File: config.mk
export PLATFORM = sky130hd
export DESIGN_NAME = beta_ctrl
export DESIGN_NICKNAME = d
export VERILOG_FILES = /design/src/rtl/beta_pkg.sv /design/src/rtl/beta_opdecode.sv /design/src/rtl/beta_ctrl.sv
export SDC_FILE = /design/constraint.sdc
export NUM_CORES = 1
export LEC_CHECK = 0
export ABC_AREA = 1
export BUFFER_PORTS_ARGS = -buffer_cell sky130_fd_sc_hd__clkbuf_2
export CAP_MARGIN = 25
export CORE_MARGIN = 2
export CORE_UTILIZATION = 56
export DETAILED_ROUTE_END_ITERATION = 12
export GPL_TIMING_DRIVEN = 0
export PLACE_DENSITY = 0.83
export REMOVE_ABC_BUFFERS = 1
export SLEW_MARGIN = 20
export SYNTH_ARGS = -nofsm -noshare
export SYNTH_HDL_FRONTEND = slang
export SYNTH_SLANG_ARGS = --single-unit
export TNS_END_PERCENT = 100
File: constraint.sdc
create_clock -name CLK -period 3.6 [get_ports CLK]
set_input_delay 0 -clock CLK [delete_from_list [all_inputs] [get_ports CLK]]
set_output_delay 0 -clock CLK [all_outputs]
set_load 0.01 [all_outputs]
File: src/rtl/beta_pkg.sv
// Shared constants and types for the BETA control unit: opcodes, states, instruction classes,
// write-data select encodings and default vectors.
package beta_pkg;

  localparam logic [31:0] ResetVector = 32'h8000_0000;
  localparam logic [31:0] IllopVector = 32'h8000_0004;
  localparam logic [31:0] IrqVector   = 32'h8000_0008;

  localparam logic [5:0] OpLd  = 6'b011000;
  localparam logic [5:0] OpSt  = 6'b011001;
  localparam logic [5:0] OpJmp = 6'b011011;
  localparam logic [5:0] OpBeq = 6'b011100;
  localparam logic [5:0] OpBne = 6'b011101;
  localparam logic [5:0] OpLdr = 6'b011111;

  localparam logic [1:0] WdselPc  = 2'd0;
  localparam logic [1:0] WdselAlu = 2'd1;
  localparam logic [1:0] WdselMem = 2'd2;

  typedef enum logic [2:0] {
    StFetch,
    StDecode,
    StExec,
    StMem,
    StWb
  } state_e;

  typedef enum logic [2:0] {
    ClsAlu,
    ClsLd,
    ClsSt,
    ClsLdr,
    ClsJmp,
    ClsBeq,
    ClsBne,
    ClsIll
  } instr_cls_e;

  // PC+4+(sext(lit)<<2), with the supervisor bit carried over from the current PC.
  function automatic logic [31:0] branch_target(input logic [31:0] pc, input logic [15:0] lit);
    logic [31:0] sum;
    sum = pc + 32'd4 + {{14{lit[15]}}, lit, 2'b00};
    return {pc[31], sum[30:0]};
  endfunction

endpackage

File: src/rtl/beta_opdecode.sv
// Combinational opcode classifier: IR[31:26] -> instruction class, literal B-operand select,
// legal flag.
module beta_opdecode
  import beta_pkg::*;
(
  input  logic [5:0] opcode,
  output instr_cls_e cls,
  output logic       bsel,
  output logic       legal
);

  always_comb begin
    cls  = ClsIll;
    bsel = 1'b0;
    if (opcode[5]) begin
      // 10xxxx register form, 11xxxx constant form
      cls  = ClsAlu;
      bsel = opcode[4];
    end else begin
      unique case (opcode)
        OpLd:    begin cls = ClsLd;  bsel = 1'b1; end
        OpSt:    begin cls = ClsSt;  bsel = 1'b1; end
        OpLdr:   begin cls = ClsLdr; bsel = 1'b1; end
        OpJmp:   cls = ClsJmp;
        OpBeq:   cls = ClsBeq;
        OpBne:   cls = ClsBne;
        default: cls = ClsIll;
      endcase
    end
  end

  assign legal = (cls != ClsIll);

endmodule

File: src/rtl/beta_ctrl.sv
// Multicycle BETA control unit: owns PC/IR, runs the fetch and data-memory handshakes, decodes
// into register-file controls and traps to XP. Define BETA_IRQ_EN to take user-mode interrupts.
module beta_ctrl
  import beta_pkg::*;
#(
  parameter logic [31:0] RESET_VECTOR = ResetVector,
  parameter logic [31:0] ILLOP_VECTOR = IllopVector,
  parameter logic [31:0] IRQ_VECTOR   = IrqVector
) (
  input  logic        CLK,
  input  logic        RESET,
  output logic        IMEM_REQ,
  output logic [31:0] IMEM_ADDR,
  input  logic        IMEM_ACK,
  input  logic [31:0] IMEM_DATA,
  output logic [4:0]  RA,
  output logic [4:0]  RB,
  output logic [4:0]  RC,
  output logic        RA2SEL,
  output logic        WASEL,
  output logic        WERF,
  input  logic [31:0] RADATA,
  output logic        ASEL,
  output logic        BSEL,
  output logic [5:0]  ALUFN,
  output logic [1:0]  WDSEL,
  output logic [31:0] PC_INC,
  output logic        DMEM_REQ,
  output logic        DMEM_WE,
  input  logic        DMEM_ACK,
  input  logic        IRQ
);

  state_e      state_q, state_d;
  logic [31:0] pc_q, pc_d;
  logic [31:0] ir_q, ir_d;
  logic [31:0] radata_q, radata_d;
  logic        irq_trap_q, irq_trap_d;

  instr_cls_e  cls;
  logic        lit_bsel;
  logic        legal;
  logic [31:0] pc_plus4;
  logic [31:0] br_target;
  logic        irq_take;

  beta_opdecode u_opdecode (
    .opcode (ir_q[31:26]),
    .cls    (cls),
    .bsel   (lit_bsel),
    .legal  (legal)
  );

  assign pc_plus4  = pc_q + 32'd4;
  assign br_target = branch_target(pc_q, ir_q[15:0]);

`ifdef BETA_IRQ_EN
  logic fetch_entry_q;

  // High only in the first cycle of each FETCH, so a request already raised is never withdrawn.
  always_ff @(posedge CLK or posedge RESET) begin
    if (RESET) begin
      fetch_entry_q <= 1'b1;
    end else begin
      fetch_entry_q <= (state_q != StFetch);
    end
  end

  assign irq_take = (state_q == StFetch) && fetch_entry_q && IRQ && !pc_q[31];
`else
  logic unused_irq;
  assign unused_irq = IRQ;
  assign irq_take   = 1'b0;
`endif

  always_comb begin
    state_d    = state_q;
    pc_d       = pc_q;
    ir_d       = ir_q;
    radata_d   = radata_q;
    irq_trap_d = irq_trap_q;
    IMEM_REQ   = 1'b0;
    RA2SEL     = 1'b0;
    WASEL      = 1'b0;
    WERF       = 1'b0;
    ASEL       = 1'b0;
    BSEL       = 1'b0;
    ALUFN      = 6'd0;
    WDSEL      = WdselPc;
    DMEM_REQ   = 1'b0;
    DMEM_WE    = 1'b0;

    unique case (state_q)
      StFetch: begin
        if (irq_take) begin
          irq_trap_d = 1'b1;
          state_d    = StWb;
        end else begin
          IMEM_REQ = !RESET;
          if (IMEM_ACK) begin
            ir_d    = IMEM_DATA;
            state_d = StDecode;
          end
        end
      end
      StDecode: begin
        radata_d = RADATA;
        unique case (cls)
          ClsAlu:               state_d = StExec;
          ClsLd, ClsSt, ClsLdr: state_d = StMem;
          default:              state_d = StWb;
        endcase
      end
      StExec: state_d = StWb;
      StMem: begin
        DMEM_REQ = 1'b1;
        DMEM_WE  = (cls == ClsSt);
        if (DMEM_ACK) state_d = StWb;
      end
      StWb: begin
        state_d    = StFetch;
        irq_trap_d = 1'b0;
        pc_d       = pc_plus4;
        WERF       = 1'b1;
        if (irq_trap_q) begin
          WASEL = 1'b1;
          pc_d  = IRQ_VECTOR;
        end else if (!legal) begin
          WASEL = 1'b1;
          pc_d  = ILLOP_VECTOR;
        end else begin
          unique case (cls)
            ClsAlu:        WDSEL = WdselAlu;
            ClsLd, ClsLdr: WDSEL = WdselMem;
            ClsSt:         WERF  = 1'b0;
            // JMP may drop the supervisor bit but never raise it.
            ClsJmp:        pc_d = {pc_q[31] & radata_q[31], radata_q[30:2], 2'b00};
            ClsBeq:        if (radata_q == 32'd0) pc_d = br_target;
            ClsBne:        if (radata_q != 32'd0) pc_d = br_target;
            default: ;
          endcase
        end
      end
      default: state_d = StFetch;
    endcase

    if (state_q != StFetch && !irq_trap_q) begin
      BSEL   = lit_bsel;
      ASEL   = (cls == ClsLdr);
      RA2SEL = (cls == ClsSt);
      ALUFN  = (cls == ClsAlu) ? ir_q[31:26] : 6'd0;
    end
  end

  always_ff @(posedge CLK or posedge RESET) begin
    if (RESET) begin
      state_q    <= StFetch;
      pc_q       <= RESET_VECTOR;
      ir_q       <= 32'd0;
      radata_q   <= 32'd0;
      irq_trap_q <= 1'b0;
    end else begin
      state_q    <= state_d;
      pc_q       <= pc_d;
      ir_q       <= ir_d;
      radata_q   <= radata_d;
      irq_trap_q <= irq_trap_d;
    end
  end

  assign IMEM_ADDR = pc_q;
  assign RA        = ir_q[20:16];
  assign RB        = ir_q[15:11];
  assign RC        = ir_q[25:21];
  // An interrupt trap links the interrupted PC itself, not PC+4.
  assign PC_INC    = irq_trap_q ? pc_q : pc_plus4;

endmodule

Yosys cells after proc, flatten, opt, wreduce, memory -nomap -nowiden
Index checks and enable logic that the tools add are counted.
{"block": "totals", "input_bits": 69, "reg_bits": 99, "output_inout_bits": 95}
{"block": "op_classes", "bitwise": 1, "n_reduce_logical": 12, "addsub": 2, "muxes": 28, "eq_ne": 21}
{"op": "32-bit 2-to-1 mux", "count": 3}
{"op": "32-bit one-hot mux with 3 select lines", "count": 1}
{"op": "6-bit by 5-bit equality test with 1-bit output, second input constant", "count": 6}
{"op": "32-bit by 3-bit adder with 32-bit output, second input constant", "count": 1}
{"op": "32-bit zero test", "count": 1}
{"op": "32-bit nonzero test", "count": 1}
{"op": "31-bit adder", "count": 1}
{"op": "3-bit one-hot mux with 6 select lines", "count": 1}
{"op": "1-bit 2-to-1 mux", "count": 13}
{"op": "3-bit by 2-bit equality test with 1-bit output, second input constant", "count": 4}
{"op": "3-bit equality test, second input constant", "count": 4}
{"op": "6-bit 2-to-1 mux", "count": 2}
{"op": "3-bit one-hot mux with 4 select lines", "count": 1}
{"op": "3-bit 2-to-1 mux", "count": 3}
{"op": "3-bit != test, second input constant", "count": 3}
{"op": "3-bit by 1-bit equality test with 1-bit output, second input constant", "count": 2}
{"op": "3-bit zero test", "count": 2}
{"op": "3-bit one-hot mux with 2 select lines", "count": 1}
{"op": "3-bit OR reduction", "count": 2}
{"op": "2-bit 2-to-1 mux", "count": 2}
{"op": "2-bit != test, second input constant", "count": 2}
{"op": "2-bit one-hot mux with 2 select lines", "count": 1}
{"op": "2-bit AND reduction", "count": 2}
{"op": "3-bit AND reduction", "count": 1}
{"op": "other kinds (4)", "count": 4}

Longest topological paths before layout
{"block": "logic_depth", "word_depth": 8, "mapped_depth": 22, "mapped_depth_nobuf": 22}

Hierarchy
A second synthesis with hierarchy kept.
{"block": "hier_totals", "hier_cells": 1201, "area_unflattened_um2": 7820.0}
{"module": "beta_ctrl", "seq_area_each_um2": 2428.6, "cells_per_inst": 1173, "n_inst": 1, "area_per_inst_um2": 7671.1}
{"module": "beta_opdecode", "seq_area_each_um2": 0.0, "cells_per_inst": 28, "n_inst": 1, "area_per_inst_um2": 148.9}

Least setup slack after synthesis
Ideal clock, no wire load.
{"block": "synth_timing", "path_kind": "flip-flop to flip-flop", "from": "register pc_q[3] (netlist: IMEM_ADDR[3])", "to": "register pc_q[14] (netlist: IMEM_ADDR[14])", "stages_incl_launch_ff": 16, "path_slack_ns": 0.795, "period_less_slack_ns": 2.805, "setup_time_ns": 0.116, "n_path_buf": 0, "t_arrival_ns": 2.689, "path_cell_list": "dfrtp_1 > ha_1 > nand3_2 > nor2_4 > nand2_2 > xnor2_1 > ha_1 > nand2_1 > inv_1 > a21oi_1 > nand3_1 > or2_2 > nand3_1 > nand3_1 > nand2_1 > nand2_1"}
{"block": "synth_via", "elab_chain_len": 5, "word_cells_on_any_way": 6}
{"item": "from (decl)", "line": "beta_ctrl.sv:35", "text": "logic [31:0] pc_q, pc_d;"}
{"item": "from (signal assigned)", "line": "beta_ctrl.sv:164", "text": "pc_q <= pc_d;"}
{"item": "32-bit by 3-bit adder with 32-bit output (*)", "line": "beta_pkg.sv:42", "text": "sum = pc + 32'd4 + {{14{lit[15]}}, lit, 2'b00};"}
{"item": "net PC_INC[12]", "line": "beta_ctrl.sv:27", "text": "output logic [31:0] PC_INC,"}
{"item": "31-bit adder (*)", "line": "beta_pkg.sv:42"}
{"item": "32-bit 2-to-1 mux, on equally long branches", "line": "beta_ctrl.sv:139, beta_ctrl.sv:138"}
{"item": "32-bit one-hot mux with 3 select lines (*)", "line": "beta_ctrl.sv:132", "text": "unique case (cls)"}
{"item": "32-bit 2-to-1 mux (*)", "line": "beta_ctrl.sv:128", "text": "end else if (!legal) begin"}
The timed path passes the listed nets; every way through them passes the cells marked *. The select of a mux whose other input is x is not followed.
A chain may end at the register's enable or synchronous reset.

Worst setup path after layout
{"block": "layout_timing", "from": "register pc_q[2] (netlist: IMEM_ADDR[2])", "to": "register pc_q[30] (netlist: IMEM_ADDR[30])"}
{"block": "layout_via", "elab_chain_len": 5, "word_cells_on_any_way": 6}
{"item": "32-bit by 3-bit adder with 32-bit output (*)", "line": "beta_pkg.sv:42"}
{"item": "31-bit adder", "line": "beta_pkg.sv:42"}
{"item": "32-bit 2-to-1 mux, on equally long branches", "line": "beta_ctrl.sv:139, beta_ctrl.sv:138"}
{"item": "32-bit one-hot mux with 3 select lines (*)", "line": "beta_ctrl.sv:132"}
{"item": "32-bit 2-to-1 mux (*)", "line": "beta_ctrl.sv:128"}
Mark *: on every way between the ends. The rest lies on a longest branch, timed or not. The select of a mux whose other input is x is not followed.

==> metrics.md <==
| Metric | Value |
|---|---|
| Warnings, synthesis | `0` |
| DRC viols | `0` |
| Die Width | `120 um` |
| Antenna viol nets, final | `0` |
| Final Hold Vio Count | `0` |
| Site Rows | `42` |
| Syn Area/Cell | `~6.6 sq um` |
| Crit-path max cell delay | `0.43 ns` |
| Initial DRT Pass Iterations | `6` |
| Top post-synthesis cells by count | `nand2_1, inv_1, nor2_1` |
| Drt initial violations | `between 600 and 700` |
| Synthesized area | `0.00754 sq mm` |
| Reg2reg path depth | `18` |
| Post-synth ARST share | `100%` |
| Design area | `~0.0094 sq mm` |
| Min cycle time layout | `about 3.3 ns` |
| Reported max-cap violation count | `0` |
| First-pass GRT wire length | `slightly below 40000 um` |
| GP Congestion | `0.973` |
| Vias | `8295` |
| Crit path buffers/inverters | `2` |
| Vias/cell | `~5.4` |
| Largest net degree at the start of global routing | `67` |
| Status | `completed` |
| Syn Inst Count | `1139` |
| Area growth syn-to-layout | `24.3%` |
| Clk slew on worst S/H paths | `0.07 ns` |
| Worst VDD drop | `0.000563 V` |
| Metal3 WL | `roughly 2000 um` |
| Clock Latency Late Sink | `0.36 ns` |
| Core area | `between 0.01 and 0.015 sq mm` |
| Clk buf depth | `2` |
| Drt total wl | `roughly 24000 um` |
| Fin. max-slew vios | `0` |
| # fillers | `between 1000 and 1500` |
| I/O pins | `164` |
| GR Util All Layers | `34.8%` |
| Max Clk Rate | `299 MHz` |
| Tightest Pin Transition | `~1 ns` |
| Critical Path Sink Type | `register` |
| Die H | `120 um` |
| Hold WC Path Type | `in2async` |
| RR Startpoint | `IMEM_ADDR[2]` |
| Setup violators final | `0` |
| Crit path DAT | `3.59 ns` |
| HPWL after DPL | `17600 um` |
| Ratio of cells with drive above 1 in the final layout | `a little under a fifth` |
| Met2 WL | `11800 um` |
| GRT overflow | `0` |
| Clock Tree Root | `clkbuf_16` |
| Post-synth top area share | `a little under a third` |
| Number of synthesized flops with an enable pin | `0` |
| Worst Path Class, Setup | `reg2reg` |
| Final Skew | `just over 0.005 ns` |
| Setup crit start kind | `register` |
| Die area | `0.0144 sq mm` |
| Number of global-route vias before repair | `8022` |
| CP dominant cell by count | `nand2_1` |
| CTS tree | `built` |
| Layout Nets | `approximately 1400` |
| Worst hold slack | `around 0.22 ns` |
| Leakage | `0.00520 uW` |
| Sink Count | `97` |
| Cells after DPL | `1437` |
| Final core occ | `71.1%` |
| Initial antenna violation count | `0` |
| Port Buffers | `158` |
| Initial Util | `57.2%` |
| Worst path required time | `3.85 ns` |
| Largest area contributor in the netlist | `dfrtp_1` |
| H-tree depth | `3` |
| Most frequent cell after synthesis | `nand2_1` |
| Synth Flop Type | `dfrtp_1` |
| Routed WL per cell | `between 15 and 20 um` |
| Sequential fraction of the synthesis area | `32.2%` |
| Layout Cells excl Fill | `1523` |
| Pwr Density | `roughly 770 mW/mm^2` |
| Dpl cell area | `roughly 0.0084 sq mm` |
| Yosys reg bits | `97` |
| Synth top area cells | `dfrtp_1, nand2_1, inv_1` |
| CP Cell Sequence | `ha_2, nand3_2, nor2_4, nand2_2, xnor2_1, ha_1, nand2_1, inv_1, a21oi_1, nand3_1, nand2_1, inv_1, nor2_1, nand3_1, nand3_1, nand2_1, nand2_1, nand2_1` |
| Tcrit/Tclk final | `between 90 and 100%` |
| CP top delay family | `simple AND/OR/NAND/NOR gates` |
| Max-slew headroom | `33.1%` |
| Reg2reg setup slack | `0.26 ns` |
| Met1 WL | `9670 um` |
| CP max stage cell | `dfrtp_2` |
| DR top layer | `met4` |
| Yosys cell types | `41` |
| Total power | `7190 uW` |
| RR Endpoint | `IMEM_ADDR[30]` |
| Antenna Cells | `0` |
| CTS Buf Count | `9` |
| Critical path peak fanout | `5` |
| RSZ-0062 raised after global routing | `no` |
==> tightest hold or removal path: cells and delay by family <==
kind     cells  cell delay, ns
buf+inv      3            0.98
==> how the worst max path moves through the flow <==
stage                  from            end  cells past startpoint
5_1_grt        IMEM_ADDR[6]  IMEM_ADDR[24]                     17
3_5_place_dp   IMEM_ADDR[6]  IMEM_ADDR[30]                     18
6_report       IMEM_ADDR[2]  IMEM_ADDR[30]                     18
4_1_cts        IMEM_ADDR[6]  IMEM_ADDR[30]                     18
3_3_place_gp     state_q[2]     state_q[1]                      3
2_1_floorplan    state_q[2]     state_q[1]                      3
==> state kept, by name, summed over array words and instances, names as in the netlist <==
| register | cells |
|---|---|
| state_q | 3 |
| radata_q | 32 |
| ir_q | 32 |
| IMEM_ADDR | 30 |
==> logic make-up (layout without fill, tap and decap cells) <==
family / count (synthesis) / in the layout / share of synthesized area [%]
simple gates: 692 / 692 / 38.5
buf+inv: 174 / 379 / 10.2
flops: 97 / 97 / 32.2
compound gates: 87 / 87 / 6.02
fa+ha+maj: 35 / 35 / 5.90
xor+xnor: 28 / 28 / 3.35
mux: 25 / 25 / 3.73
other cells: 1 / 4 / 0.0497
==> area by class of cell <==
cell class              instances  area, sq um  share of cell area [%]
clock inverters                 7         52.6                   0.560
multi-input cells             871         4390                    46.9
inverters                     132          500                    5.34
flip-flops and latches         97         2430                    25.9
well taps                     176          220                    2.35
clock buffers                   9          225                    2.40
repair buffers                231         1550                    16.6
==> report_power, final <==
| group | internal, uW | switching, uW | leakage [uW] |
|---|---|---|---|
| sequential | 1570 | 501 | 0.00121 |
| clock | 477 | 470 | 0.000142 |
| combinational | 1520 | 2650 | 0.00385 |
==> placed cells by master (no fill, tap or decap), types with 9 or more instances in the layout <==
cell           count
ha_1              32
nand3_1           84
dfrtp_1           94
a21oi_1           47
xor2_1            20
clkbuf_16          9
nand2_1          435
o21ai_0           30
inv_1            123
nor3_1            19
nor2_1           101
dlygate4sd3_1     70
clkbuf_2         158
nand4_1           15
mux2_2            25
==> metrics by stage <==
stage               setup TNS [ns]  setup WS [ns]
finish                           0          0.258
global placement            -25.07         -0.501
global route                     0         0.0605
detailed placement               0          0.210
floorplan                        0          0.723
CTS                              0          0.179
==> repair_timing <==
item / in CTS / in global routing
hold buffers: 70 / 0
buffers inserted: 0 / 0
gates resized for setup: 0 / 7
setup endpoints to repair: 0 / 12
endpoints found under the hold margin: 157 / 0
==> layer usage <==
layer / vias up / GRT usage, %
met5: - / 0
met4: 0 / 15.8
met3: 71 / 5.70
met2: 415 / 58.4
met1: 3832 / 43.8
li1: 3977 / -
No activity file was read; power rests on OpenSTA's default activity.
